**config.mk**
```make
export PLATFORM = sky130hd
export DESIGN_NAME = multdiv_seq_ctrl
export DESIGN_NICKNAME = d
export VERILOG_FILES = /design/src/rtl/multdiv_seq_ctrl.sv
export SDC_FILE = /design/constraint.sdc
export NUM_CORES = 1
export LEC_CHECK = 0
export CAP_MARGIN = 25
export CORE_UTILIZATION = 39
export DETAILED_ROUTE_END_ITERATION = 7
export PLACE_DENSITY = 0.83
export SETUP_SLACK_MARGIN = 0.05
export SKIP_CTS_REPAIR_TIMING = 1
export SLEW_MARGIN = 20
export SYNTH_ARGS = -nofsm -noshare
export SYNTH_HDL_FRONTEND = slang
export SYNTH_SLANG_ARGS = --single-unit
export TNS_END_PERCENT = 1
```
**constraint.sdc**
```tcl
create_clock -name clk -period 4.7 [get_ports clk]
set_input_delay 1.41 -clock clk [delete_from_list [all_inputs] [get_ports clk]]
set_output_delay 1.41 -clock clk [all_outputs]
set_load 0.02 [all_outputs]
```
**src/rtl/multdiv_seq_ctrl.sv**
```systemverilog
// Sequencer for the iterative multiply/divide datapath: start/abort/restart
// handling, per-cycle datapath strobes and a one-cycle done pulse.
module multdiv_seq_ctrl #(
    parameter int unsigned WIDTH      = 32,
    parameter int unsigned ITERS      = 32,
    parameter int unsigned CNT_W      = 6,
    parameter int unsigned RESTART_EN = 0
) (
    input  logic             clk,
    input  logic             rst_n,
    input  logic             start,
    input  logic             op_div,
    input  logic [WIDTH-1:0] divisor,
    input  logic             abort,
    output logic             busy,
    output logic             init_cycle,
    output logic             sec_cycle,
    output logic             iter_en,
    output logic             last_iter,
    output logic             done,
    output logic             exception,
    output logic             op_is_div,
    output logic [CNT_W-1:0] count
);

    typedef enum logic [1:0] {
        ST_IDLE,
        ST_INIT,
        ST_RUN,
        ST_FINISH
    } state_t;

    localparam logic [CNT_W-1:0] CNT_ZERO = CNT_W'(0);
    localparam logic [CNT_W-1:0] CNT_ONE  = CNT_W'(1);
    localparam logic [CNT_W-1:0] CNT_LAST = CNT_W'(ITERS);
    localparam logic [CNT_W-1:0] CNT_FIN  = CNT_W'(ITERS + 1);

    state_t           r_state;
    state_t           w_next_state;
    logic [CNT_W-1:0] w_next_count;
    logic             w_next_op;
    logic             w_next_exc;
    logic             w_accept;
    logic             w_div_zero;

    assign w_div_zero = (divisor == '0);
    // A start is taken in IDLE, or anywhere when restarts are enabled; abort always wins.
    assign w_accept   = start && !abort && ((r_state == ST_IDLE) || (RESTART_EN != 0));

    // Next-state, count, latched op and exception flag
    always_comb begin
        w_next_state = r_state;
        w_next_count = count;
        w_next_op    = op_is_div;
        w_next_exc   = exception;
        if (abort && (r_state != ST_IDLE)) begin
            w_next_state = ST_IDLE;
            w_next_count = CNT_ZERO;
            w_next_exc   = 1'b0;
        end else if (w_accept) begin
            w_next_op    = op_div;
            w_next_count = CNT_ZERO;
            if (op_div && w_div_zero) begin
                w_next_state = ST_FINISH;
                w_next_exc   = 1'b1;
            end else begin
                w_next_state = ST_INIT;
                w_next_exc   = 1'b0;
            end
        end else begin
            case (r_state)
                ST_INIT: begin
                    w_next_state = ST_RUN;
                    w_next_count = CNT_ONE;
                end
                ST_RUN: begin
                    if (count == CNT_LAST) begin
                        w_next_state = ST_FINISH;
                        w_next_count = CNT_FIN;
                    end else begin
                        w_next_count = count + CNT_ONE;
                    end
                end
                ST_FINISH: begin
                    w_next_state = ST_IDLE;
                    w_next_count = CNT_ZERO;
                    w_next_exc   = 1'b0;
                end
                default: begin
                    w_next_state = ST_IDLE;
                    w_next_count = CNT_ZERO;
                end
            endcase
        end
    end

    // State plus registered output decodes of the next state
    always_ff @(posedge clk or negedge rst_n) begin
        if (!rst_n) begin
            r_state    <= ST_IDLE;
            count      <= CNT_ZERO;
            op_is_div  <= 1'b0;
            exception  <= 1'b0;
            busy       <= 1'b0;
            init_cycle <= 1'b0;
            sec_cycle  <= 1'b0;
            iter_en    <= 1'b0;
            last_iter  <= 1'b0;
            done       <= 1'b0;
        end else begin
            r_state    <= w_next_state;
            count      <= w_next_count;
            op_is_div  <= w_next_op;
            exception  <= w_next_exc;
            busy       <= (w_next_state != ST_IDLE);
            init_cycle <= (w_next_state == ST_INIT);
            sec_cycle  <= (w_next_state == ST_RUN) && (w_next_count == CNT_ONE);
            iter_en    <= (w_next_state == ST_RUN);
            last_iter  <= (w_next_state == ST_RUN) && (w_next_count == CNT_LAST);
            done       <= (w_next_state == ST_FINISH);
        end
    end

endmodule

```
==> reports/metrics.yaml, run 1 <==
status: "finished clean"
period_minus_slack_ns: 2.83
drive_gt1_frac: 0.0580
crit_buf_inv: 1
drc: 0
slew_headroom: 0.539
r2r_start: "r_state[0]"
post-dp-hpwl_um: 1810
endpoint_kind: "output pin"
synth_nets: 127
ir_worst_vdd_mv: 0.201
worst_pin_slew_ns: 0.690
min-delay-start: "op_is_div"
antenna_cells: 0
cts.reportedPaths.clkPinSlew_ns: 0.09
reg2reg_slack_ns: 2.93
grt_max_degree: 17
hold_viol: 0
grt_pass1_wl_um: 3910
antenna_found_initial: 0
firstDrtPassIters: 4
ios: 51
h-tree-depth: 1
syn_area_sq_um: 862
cpLargestDelayFamily: "buffers and inverters"
min_to: "op_is_div"
cp_data_arrival_time_ns: 1.42
avgViaCountPerCell: 5.44
rsz0062_at_grt: "false"
reg2reg_depth: 6
dieWidth_um: 49.0
die_y_um: 49.0
leakagePower_nw: 0.611
row_count: 16
detail-route-antenna-nets: 0
synth.avg_cell_area_sq_um: 10.3
nNetsFinal: 182
synth.ff_latch_count: 16
grtUsageTotal: 0.214
post-route-period-util: 0.602
finClkSkew_ns: 0.00121
start_util: 0.426
fmax_ghz: 0.354
gp_congestion: 0.829
vias: 898
core_area_sq_mm: 0.00202
portBuffers: 50
insertion_delay_ns: 0.28
grt_pass1_vias: 929
seq_area_frac_synth: 0.464
wl_per_cell_um: 13.4
yosysWarnings: 0
timing.rr.end: "sec_cycle"
die_area_sq_mm: 0.00240
cp_max_fo: 7
cp_slowest_stage_delay_ns: 0.65
hold_depth: 2
power_density_mw_per_mm2: 331
hold_slack_ns: 0.507
cts_tree: "yes"
clock-sinks: 16
syn_inst: 84
cts_buffer_depth: 2
worst-setup-path-type: "reg2out"
syn_to_final_growth_pct: 66.2
setup_viol_count_final: 0
root_buffer: "clkbuf_4"
cp_slowest_cell: "clkdlybuf4s50_1"
routed_wl_um: 2200
finalSetupTns_ns: 0
first_iter_violations: 5
path_cells: "clkdlybuf4s50_1"
cts_made_buffers: 3
slew_viol_final: 0
drv_cap: 0
overflow: 0
yosys.cell_types.count: 30
hold_class: "reg2reg"
cp.required_ns: 3.29
start_kind: "flip-flop"
final cells by class:
type | count | area (sq um)
fillers | 151 | 589
repair buffers | 50 | 500
multi-input cells | 63 | 443
flip-flops and latches | 16 | 400
clock buffers | 4 | 36.3
well taps | 27 | 33.8
inverters | 5 | 18.8
where the power goes:
part           switching, mW  leakage, nW  total, mW  internal [mW]
clock network         0.0428       0.0210     0.0900         0.0472
registers             0.0189        0.217      0.182          0.163
logic                  0.105        0.374      0.202         0.0974
cells by family (layout without fill, tap and decap cells):
logic type,Yosys count,after routing,synth area share
AO/OA/AOI/OAI,14,14,0.112
flip-flops,16,16,0.464
AND/OR/NAND/NOR,40,40,0.284
XOR/XNOR,3,3,0.0305
buffers and inverters,5,59,0.0218
adder cells (fa/ha/maj),6,6,0.0871
worst max-delay path by stage:
stage / to / cells after the start / startpoint / slack, ns
floorplan: done / 4 / divisor[27] / 2.38
global placement: done / 5 / divisor[19] / 1.79
detailed placement: done / 5 / divisor[19] / 1.78
CTS: count[2] / 1 / count[2] / 1.86
global route: count[3] / 1 / count[3] / 1.78
finish: count[0] / 1 / count[0] / 1.87
registers in the layout, summed over array words and instances (netlist names):
register    count
count           6
r_state         2
busy            1
done            1
exception       1
init_cycle      1
iter_en         1
last_iter       1
op_is_div       1
sec_cycle       1
through the flow:
| step | instances | setup WS [ns] | power, mW | utilization | instance area (sq um) |
|---|---|---|---|---|---|
| 6_report | 165 | 1.87 | 0.474 | 0.709 | 1430 |
| 5_1_grt | 165 | 1.78 | 0.506 | 0.709 | 1430 |
| 4_1_cts | 165 | 1.86 | 0.478 | 0.709 | 1430 |
| 3_5_place_dp | 161 | 1.78 | 0.384 | 0.691 | 1400 |
| 3_3_place_gp | 161 | 1.79 | 0.378 | 0.691 | 1400 |
| 2_1_floorplan | 84 | 2.38 | 0.285 | - | 862 |
synth_stat cells, drive strengths merged:
library cell / number / area (sq um)
dfrtp: 16 / 400
nor4: 8 / 50.1
ha: 6 / 75.1
nand2: 6 / 22.5
inv: 5 / 18.8
nor2: 5 / 18.8
nand3: 4 / 25.0
nand4: 4 / 25.0
a21oi: 3 / 18.8
o21ai: 3 / 15.0
xor2: 3 / 26.3
a21o: 2 / 15.0
and2: 2 / 12.5
and4: 2 / 17.5
nor3: 2 / 10.0
or3: 2 / 12.5
a211oi: 1 / 7.51
a31oi: 1 / 6.26
a41o: 1 / 10.0
and4b: 1 / 10.0
nand2b: 1 / 6.26
nand3b: 1 / 11.3
nand4b: 1 / 8.76
nor4b: 1 / 15.0
o2111ai: 1 / 8.76
o211ai: 1 / 7.51
o31ai: 1 / 7.51
routing by layer:
metal	track usage	wire, um	vias to the layer above
met5	0	0	-
met4	0.103	40	0
met3	0.0498	155	6
met2	0.387	1180	48
met1	0.232	824	420
li1	-	-	424
layout by cell type (no fill, tap or decap), drive strengths merged:
| cell type | n |
|---|---|
| clkdlybuf4s50 | 50 |
| dfrtp | 16 |
| nor4 | 8 |
| nand2 | 6 |
| ha | 6 |
| inv | 5 |
| nor2 | 5 |
| nand4 | 4 |
| nand3 | 4 |
| clkbuf | 4 |
| xor2 | 3 |
| o21ai | 3 |
| a21oi | 3 |
| nor3 | 2 |
| a21o | 2 |
| or3 | 2 |
| and4 | 2 |
| and2 | 2 |
| nand3b | 1 |
| nand2b | 1 |
| o2111ai | 1 |
| nand4b | 1 |
| o31ai | 1 |
| a211oi | 1 |
| o211ai | 1 |
| a31oi | 1 |
| nor4b | 1 |
| and4b | 1 |
| a41o | 1 |
No activity file was read; power rests on OpenSTA's default activity.
==> run 2, diff against run 1 <==
- CORE_UTILIZATION: 39 -> 37
- PLACE_DENSITY: 0.83 -> 0.79
- clock period: 4.7 -> 2.7 ns (I/O delays scaled with it)
==> reports/metrics.yaml, run 2 (same netlist as run 1, synthesis figures left out) <==
worst_pin_slew_ns: 0.698
die_area_sq_mm: 0.00253
hold_viol: 0
root_buffer: "clkbuf_4"
leakagePower_nw: 0.611
crit_buf_inv: 1
largest_register_ffs: 6
path_cells: "clkdlybuf4s50_1"
grtUsageTotal: 0.195
status: "finished clean"
cts.reportedPaths.clkPinSlew_ns: 0.10
cp_slowest_stage_delay_ns: 0.65
start_kind: "flip-flop"
post-dp-hpwl_um: 1770
antenna_found_initial: 0
first_iter_violations: 8
ir_worst_vdd_mv: 0.314
syn_to_final_growth_pct: 66.3
grt_pass1_vias: 885
vias: 873
cts_made_buffers: 3
slew_viol_final: 0
avgViaCountPerCell: 5.26
finalSetupTns_ns: 0
cp.required_ns: 1.89
fmax_ghz: 0.446
drc: 0
start_util: 0.390
power_density_mw_per_mm2: 569
portBuffers: 50
ios: 51
grt_pass1_wl_um: 3620
cpLargestDelayFamily: "buffers and inverters"
cp_data_arrival_time_ns: 1.43
final_core_util: 0.648
firstDrtPassIters: 4
final_common_cell: "clkdlybuf4s50_1"
antenna_cells: 0
fin_cells: 166
period_minus_slack_ns: 2.24
grt_max_degree: 17
dp.cells: 162
nNetsFinal: 182
reg_top3: "count: 6 flops, r_state: 2 flops"
cts_tree: "yes"
wl_per_cell_um: 12.9
dieWidth_um: 50.3
worst-setup-path-type: "reg2out"
finClkSkew_ns: 0.0116
drv_cap: 0
timing.final.ws_setup_ns: 0.460
gp_congestion: 0.832
insertion_delay_ns: 0.29
endpoint_kind: "output pin"
detail-route-antenna-nets: 0
mostFrequentLayoutCells: "50 x clkdlybuf4s50_1, 16 x dfrtp_1, 8 x nor4_1, 6 x nand2_1, 6 x ha_1"
row_count: 17
cp_slowest_cell: "clkdlybuf4s50_1"
cp_max_fo: 7
cts_buffer_depth: 2
rsz0062_at_grt: "false"
regMostFlops: "count"
post-route-period-util: 0.830
die_y_um: 50.3
clock-sinks: 16
setup_viol_count_final: 0
overflow: 0
fillerInstances: 197
routed_wl_um: 2140
slew_headroom: 0.533
drive_gt1_frac: 0.0580
place_ws_ns: 0.316
hold_class: "reg2reg"
h-tree-depth: 1
core_area_sq_mm: 0.00221
[run 2: through the flow]
stage / area (sq um) / total power [mW] / hold slack [ns]
2_1_floorplan: 862 / 0.496 / 0.514
3_3_place_gp: 1400 / 0.657 / 0.483
3_5_place_dp: 1400 / 0.664 / 0.471
4_1_cts: 1430 / 0.826 / 0.503
5_1_grt: 1430 / 0.879 / 0.546
6_report: 1430 / 0.816 / 0.498
[run 2: worst paths after layout]
| path | depth (start not counted) | to | slack (ns) | start |
|---|---|---|---|---|
| worst max register to register | 6 | sec_cycle | 1.00 | r_state[0] |
| min in group asynchronous | 1 | count[4] | 0.93 | rst_n |
| max in group asynchronous | 1 | iter_en | 1.32 | rst_n |
| worst min register to register | 2 | op_is_div | 0.50 | op_is_div |
| worst min-delay path | 2 | op_is_div | 0.50 | op_is_div |
| worst max-delay path | 1 | count[2] | 0.46 | count[2] |
[run 2: routing by layer]
| layer | global-route usage | vias to the layer above | wire length [um] | share of wire |
|---|---|---|---|---|
| met4 | 0.0714 | 0 | 26 | 0.012 |
| met5 | 0 | - | 0 | 0 |
| met1 | 0.197 | 392 | 833 | 0.39 |
| met3 | 0.0515 | 4 | 176 | 0.082 |
| met2 | 0.373 | 47 | 1100 | 0.51 |
| li1 | - | 430 | - | - |
[run 2: layout make-up]
cell class,count,area (sq um),share of cell area
sequential,16,400,0.279
multi-input combinational,63,443,0.309
inverter,5,18.8,0.0131
clock buffer,4,36.3,0.0253
tap,28,35.0,0.0244
timing repair buffer,50,500,0.349
[run 2: power by group]
part / internal, mW / switching, mW / total, mW
Clock: 0.0821 / 0.0750 / 0.157
Combinational: 0.169 / 0.174 / 0.343
Sequential: 0.285 / 0.0313 / 0.316
